===== src/rtl/segasys1_ioctl_if.sv =====
// segasys1_ioctl_if: CPU I/O bus between the Z80-side master and the I/O controller.
interface segasys1_ioctl_if;
    logic [7:0] IOAD;
    logic       IORQ;
    logic       IOWR;
    logic       IORD;
    logic [7:0] DI;
    logic [7:0] DO;
    logic       DV;
    modport master (output IOAD, IORQ, IOWR, IORD, DI, input DO, DV);
    modport slave  (input IOAD, IORQ, IOWR, IORD, DI, output DO, DV);
endinterface


===== src/rtl/segasys1_ioctl.sv =====
// segasys1_ioctl: CPU clock enable, port reads, video-mode latch and sound-command queue.
// Optional SEGASYS1_IOCTL_SQSTAT_EN adds a queue status read at 0x1C that clears the overflow flag.
module segasys1_ioctl #(
    parameter int NPORT    = 5,
    parameter int SQ_DEPTH = 4,
    parameter int CEDIV    = 16
) (
    input  logic                 CLK48M,
    input  logic                 RESET,
    output logic                 CPUCE,
    segasys1_ioctl_if.slave      bus,
    input  logic [8*NPORT-1:0]   INP,
    output logic [7:0]           VIDMD,
    output logic                 SNDRQ,
    output logic [7:0]           SNDNO,
    input  logic                 SNDACK,
    output logic                 SQFULL
);
    localparam int CW   = $clog2(CEDIV);
    localparam int PW   = $clog2(SQ_DEPTH);
    localparam int CNTW = PW + 1;

    logic [CW-1:0]   ce_cnt;
    logic [PW-1:0]   rp, wp;
    logic [CNTW-1:0] count;
    logic [7:0]      mem [SQ_DEPTH];
    logic            ovf, wr_prev, wr_act, rd_act, wr_acc;
    logic            vid_sel, snd_sel, push, pop, do_push, ovf_clr;
    logic            port_hit;
    logic [7:0]      port_val;

    assign CPUCE = ce_cnt == CW'(CEDIV - 1);

    always_ff @(posedge CLK48M or posedge RESET)
        if (RESET) ce_cnt <= '0;
        else       ce_cnt <= CPUCE ? '0 : ce_cnt + CW'(1);

    assign wr_act  = bus.IORQ & bus.IOWR;
    assign rd_act  = bus.IORQ & bus.IORD;
    assign wr_acc  = CPUCE & wr_act & ~wr_prev;
    assign vid_sel = (bus.IOAD == 8'h15) | (bus.IOAD == 8'h19);
    assign snd_sel = (bus.IOAD == 8'h14) | (bus.IOAD == 8'h18);
    assign push    = wr_acc & snd_sel;
    assign pop     = SNDACK & (count != '0);
    assign SQFULL  = count == CNTW'(SQ_DEPTH);
    // A pop frees the slot in the same edge, so a push into a full queue still lands.
    assign do_push = push & (~SQFULL | pop);
    assign SNDRQ   = count != '0;
    assign SNDNO   = SNDRQ ? mem[rp] : 8'h00;

`ifdef SEGASYS1_IOCTL_SQSTAT_EN
    logic rd_prev, stat_sel;
    assign stat_sel = bus.IOAD == 8'h1C;
    assign ovf_clr  = CPUCE & rd_act & ~rd_prev & stat_sel;

    always_ff @(posedge CLK48M or posedge RESET)
        if (RESET)      rd_prev <= 1'b0;
        else if (CPUCE) rd_prev <= rd_act;
`else
    assign ovf_clr = 1'b0;
`endif

    always_ff @(posedge CLK48M or posedge RESET)
        if (RESET) begin
            wr_prev <= 1'b0;
            VIDMD   <= 8'h00;
            rp      <= '0;
            wp      <= '0;
            count   <= '0;
            ovf     <= 1'b0;
        end else begin
            if (CPUCE) wr_prev <= wr_act;
            if (wr_acc & vid_sel) VIDMD <= bus.DI;
            if (do_push) wp <= wp + PW'(1);
            if (pop) rp <= rp + PW'(1);
            count <= count + CNTW'(do_push) - CNTW'(pop);
            ovf   <= (ovf & ~ovf_clr) | (push & SQFULL & ~pop);
        end

    always_ff @(posedge CLK48M)
        if (do_push) mem[wp] <= bus.DI;

    always_comb begin
        port_hit = 1'b0;
        port_val = 8'hFF;
        for (int i = 0; i < NPORT; i++)
            if (bus.IOAD[5:2] == 4'(i)) begin
                port_hit = 1'b1;
                port_val = INP[8*i +: 8];
            end
    end

    always_comb begin
        bus.DV = 1'b0;
        bus.DO = 8'hFF;
        if (rd_act & vid_sel) begin
            bus.DV = 1'b1;
            bus.DO = VIDMD;
        end
`ifdef SEGASYS1_IOCTL_SQSTAT_EN
        else if (rd_act & stat_sel) begin
            bus.DV = 1'b1;
            bus.DO = {ovf, 3'b000, 4'(count)};
        end
`endif
        else if (rd_act & port_hit) begin
            bus.DV = 1'b1;
            bus.DO = port_val;
        end
    end
endmodule


===== src/flat_wrapper.sv =====
// flat-port wrapper written by rule: the top's interface ports become plain ports
module segasys1_ioctl_flat 
#(
    parameter int NPORT    = 5,
    parameter int SQ_DEPTH = 4,
    parameter int CEDIV    = 16
)
  (CLK48M, RESET, CPUCE, INP, VIDMD, SNDRQ, SNDNO, SNDACK, SQFULL, bus_IOAD, bus_IORQ, bus_IOWR, bus_IORD, bus_DI, bus_DO, bus_DV);
  segasys1_ioctl_if bus_i ();
  input  logic CLK48M;
  input  logic RESET;
  output logic CPUCE;
  input  logic [8*NPORT-1:0] INP;
  output logic [7:0] VIDMD;
  output logic SNDRQ;
  output logic [7:0] SNDNO;
  input  logic SNDACK;
  output logic SQFULL;
  input wire logic [$bits(bus_i.IOAD)-1:0] bus_IOAD;
  input wire logic [$bits(bus_i.IORQ)-1:0] bus_IORQ;
  input wire logic [$bits(bus_i.IOWR)-1:0] bus_IOWR;
  input wire logic [$bits(bus_i.IORD)-1:0] bus_IORD;
  input wire logic [$bits(bus_i.DI)-1:0] bus_DI;
  output wire logic [$bits(bus_i.DO)-1:0] bus_DO;
  output wire logic [$bits(bus_i.DV)-1:0] bus_DV;
  assign bus_i.IOAD = bus_IOAD;
  assign bus_i.IORQ = bus_IORQ;
  assign bus_i.IOWR = bus_IOWR;
  assign bus_i.IORD = bus_IORD;
  assign bus_i.DI = bus_DI;
  assign bus_DO = bus_i.DO;
  assign bus_DV = bus_i.DV;
  segasys1_ioctl #(.NPORT(NPORT), .SQ_DEPTH(SQ_DEPTH), .CEDIV(CEDIV)) u_core (.CLK48M(CLK48M), .RESET(RESET), .CPUCE(CPUCE), .bus(bus_i), .INP(INP), .VIDMD(VIDMD), .SNDRQ(SNDRQ), .SNDNO(SNDNO), .SNDACK(SNDACK), .SQFULL(SQFULL));
endmodule

===== config.mk =====
export PLATFORM = sky130hd
export DESIGN_NAME = segasys1_ioctl_flat
export DESIGN_NICKNAME = d
export VERILOG_FILES = /design/src/rtl/segasys1_ioctl_if.sv /design/src/rtl/segasys1_ioctl.sv /design/src/flat_wrapper.sv
export SDC_FILE = /design/constraint.sdc
export NUM_CORES = 1
export LEC_CHECK = 0
export ABC_AREA = 1
export CAP_MARGIN = 10
export CORE_UTILIZATION = 47
export DETAILED_ROUTE_END_ITERATION = 12
export GPL_TIMING_DRIVEN = 0
export HOLD_SLACK_MARGIN = 0.12
export PLACE_DENSITY = 0.81
export SLEW_MARGIN = 20
export SYNTH_ARGS = -nofsm -noshare
export SYNTH_HDL_FRONTEND = slang
export SYNTH_SLANG_ARGS = --single-unit
export TNS_END_PERCENT = 20

===== constraint.sdc =====
create_clock -name CLK48M -period 2.3 [get_ports CLK48M]
set_input_delay 0.46 -clock CLK48M [delete_from_list [all_inputs] [get_ports CLK48M]]
set_output_delay 0.46 -clock CLK48M [all_outputs]
set_load 0.05 [all_outputs]

==> results by group <==
Die
  – Core Region: 5920 um2
  – IO Count: 90
  – Die Ht: 80.3 um
  – Die width: 80.3 um
  – # rows: 28
  – Die area: 6450 um2
  – Starting Density: 48.7%

Drt
  – Avg Vias per Cell: 4.91
  – DRT iter0 DRCs: 64
  – Post-route DRC: 0
  – ANT nets after route: 0
  – Routed vias: 2,518
  – Final WL: 6.72 mm
  – Wire length per cell: 13.1 um
  – DR pass1 iterations: 6

STA
  – Fin. Hold Viols: 0
  – Slew headroom: 48.2%
  – Worst Tran Pin Value: 0.776 ns
  – RSZ-0062 raised after global routing: true
  – Layout Skew: 0.00772 ns
  – Min Clock Period, post-route: 2.25 ns
  – Crit share post-route: 97.7%
  – Max Slew Vio Count: 0
  – Fmax: 445 MHz
  – Setup violations, final: 0
  – Hold slack: 0.511 ns

Hold path
  – Worst hold path stage count: 1
  – Hold Crit Start: u_core.ce_cnt[1]
  – Hold Crit Class: flop to flop
  – Hold Path End: u_core.ce_cnt[1]

Critical path
  – Arrival @ worst endpoint: 1.79 ns
  – Most frequent CP cell: nor2_1
  – Critical Path End Type: primary output
  – CP Class: primary input to primary output
  – Cells on worst reg2reg path: 8
  – Delay-heaviest family, CP: buffers and inverters
  – Stages on the worst setup path: 8
  – WP data required: 1.84 ns
  – Max incr delay on CP: 0.31 ns
  – CP max FO: 10
  – Reg2reg end: u_core.count[2]
  – Reg2Reg Setup Slack: 0.11 ns
  – R2r startpoint: u_core.count[2]
  – CP cell instances: dlygate4sd2_1 > nor2_2 > nand2_4 > buf_6 > nor2_1 > nor2_1 > a21oi_1 > buf_4
  – WP buf/inv: 3
  – CP max-delay cell: dlygate4sd2_1
  – Setup crit start kind: primary input

GRT
  – Initial antenna violation count: 0
  – Largest net degree at the start of global routing: 21
  – First-pass GRT wire length: 11.1 mm
  – GRT Max-Usage Layer: met2
  – Met2 Resource Use GR: 43.1%
  – Met3 usage: 4.43%
  – Vias in the first global route: 2,482
  – Total track usage: 22.6%
  – Met1 usage: 24.0%
  – Total congestion overflow: 0

Yosys
  – Synthesis warning total: 0
  – Syn Nets: 409
  – Cell area after synthesis: 2880 um2
  – Cells after Synth: 339
  – Mean Syn Cell Area: 8.50 um2
  – Sequential area share after synthesis: 50.7%
  – FF+latch count, synth: 52
  – Post-synth cell types: 31

CTS
  – Clk root buf: clkbuf_8
  – Num CTS Buffers: 5
  – Latest clock arrival within the worst-skew pair: 0.30 ns
  – Clock Pin Slew Worst Setup and Hold Paths: 0.08 ns
  – TritonCTS clock tree: built
  – Max Root-Sink Buffers: 2
  – H-Tree Depth: 2
  – Num Clock Sinks: 52

Final layout
  – Area of the multi-input gates: 1330 um2
  – Fin cells: 513
  – Cell area after layout: 4030 um2
  – Layout cells sized above 1: 16.2%
  – Seq. cell area: 1460 um2
  – Final Util: 68.1%
  – Ant. Diodes: 0
  – FILL cells: 493
  – # nets final: 507
  – Area Growth Syn to Fin: 39.9%

Power
  – P per Cell Area: 743 nW/um2
  – Leak: 0.00183 uW
  – VDD IR max: 925 uV

Placed design
  – Post-DP HPWL: 5.26 mm
  – # placed instances: 502
  – Number of port buffers: 88
  – Gpl congestion: 0.818
  – Total placed instance area: 3880 um2

Flow run
  – # Max-Cap Violations: 0

Outcome
  – Outcome: finished, final reports clean
## synthesized netlist by cell type (all sizes together)
cell type / count / share of area [%]
ha: 7 / 3.0
xor2: 4 / 1.5
xnor2: 2 / 0.61
o21ai: 35 / 6.1
edfxtp: 32 / 33
clkinv: 1 / 0.13
nor3: 2 / 0.52
nand3: 18 / 3.9
and2: 1 / 0.22
clkbuf: 1 / 0.13
buf: 6 / 1.1
dfrtp: 20 / 17
fa: 1 / 0.69
nand3b: 10 / 2.6
nand2: 51 / 6.9
a21oi: 16 / 2.8
nand4: 2 / 0.65
or2: 1 / 0.22
inv: 47 / 6.1
nor2: 82 / 12
## where the power goes
group	leakage, uW	total, uW	internal (uW)	switching [uW]
Clock	0.0000388	481	211	270
Combinational	0.00124	1420	462	961
Sequential	0.000550	1090	1040	52.8
Total	0.00183	3000	1710	1280
## area by class of cell
| class | count | share of cell area, % |
|---|---|---|
| clock buffer | 6 | 1.80 |
| inverter | 48 | 4.50 |
| clock inverter | 2 | 0.279 |
| tap | 75 | 2.33 |
| timing repair buffer | 91 | 20.9 |
| multi-input combinational | 233 | 32.9 |
| sequential | 52 | 36.2 |
| buffer | 6 | 1.09 |
## what timing repair did
action	4_1_cts	5_1_grt
resized for setup	114	24
pin swaps	3	0
setup buffers	3	0
hold buffers	0	0
endpoints found under the setup margin	53	44
endpoints found under the hold margin	0	0
cloned	1	0
## cells in the final DEF (no fill, tap or decap), types with 3 or more instances in the layout
| cell type | synthesis | routed |
|---|---|---|
| nand2_1 | 48 | 48 |
| buf_2 | 5 | 7 |
| clkdlybuf4s50_1 | 0 | 65 |
| ha_1 | 7 | 7 |
| nand3b_1 | 10 | 10 |
| a21oi_1 | 16 | 11 |
| clkbuf_4 | 0 | 4 |
| nand3_4 | 1 | 3 |
| dfrtp_1 | 20 | 20 |
| inv_2 | 2 | 3 |
| nand2_2 | 3 | 3 |
| nand3_1 | 15 | 14 |
| nor2_2 | 4 | 6 |
| nor2_4 | 2 | 6 |
| inv_1 | 45 | 44 |
| edfxtp_1 | 32 | 32 |
| xor2_1 | 3 | 3 |
| a21oi_2 | 0 | 5 |
| clkbuf_8 | 0 | 5 |
| dlygate4sd2_1 | 0 | 3 |
| buf_4 | 1 | 13 |
| nor2_1 | 75 | 69 |
| o21ai_0 | 35 | 34 |
## worst max-delay path by stage
stage	startpoint	endpoint	slack [ns]
finish	bus_IOAD[5]	bus_DO[6]	0.05
global route	bus_IOAD[5]	bus_DO[6]	-0.02
CTS	u_core.ce_cnt[0]	u_core.mem[1][7]	-0.005
detailed placement	bus_IOAD[5]	bus_DO[3]	-0.97
global placement	bus_IOAD[5]	bus_DO[3]	-0.95
floorplan	bus_IOAD[3]	bus_DO[5]	-0.15
## kinds of logic (layout without fill, tap and decap cells)
kind of cell	count (synthesis)	count (layout)	share of synthesized area, %
fa+ha+maj	8	8	3.73
simple gates	167	168	27.1
xor+xnor	6	6	2.08
compound gates	51	51	8.85
buf+inv	55	153	7.51
flops	52	52	50.7
## sequential cells by signal, indices dropped and copies added, names as in the netlist
name,count
u_core.wp,2
u_core.count,3
u_core.ce_cnt,4
u_core.wr_prev,1
u_core.rp,2
u_core.VIDMD,8
u_core.mem,32
## worst reg2reg max path, stage by stage, from the launching register on
cell and delay, ns:
dfrtp_1 0.43, nor3_4 0.42, nor2_1 0.16, ha_1 0.32, inv_1 0.06, ha_1 0.13, inv_1 0.04, fa_1 0.37
xnor2_1 0.14
## per-layer routing
layer | share of wire (%) | routed length (um) | vias to the layer above
met5 | 0 | 0 | -
met4 | 1.7 | 114 | 0
met3 | 6.6 | 446 | 9
met2 | 53 | 3560 | 100
met1 | 39 | 2600 | 1123
li1 | - | - | 1286
## stage by stage
step                setup WS [ns]  total power (uW)  TNS [ns]
global placement           -0.954              2540    -21.82
global route              -0.0159              3150   -0.0273
floorplan                  -0.149              2090    -0.449
CTS                      -0.00464              2980  -0.00916
finish                     0.0538              3000         0
detailed placement         -0.968              2580    -24.64
No activity file was read; power rests on OpenSTA's default activity.
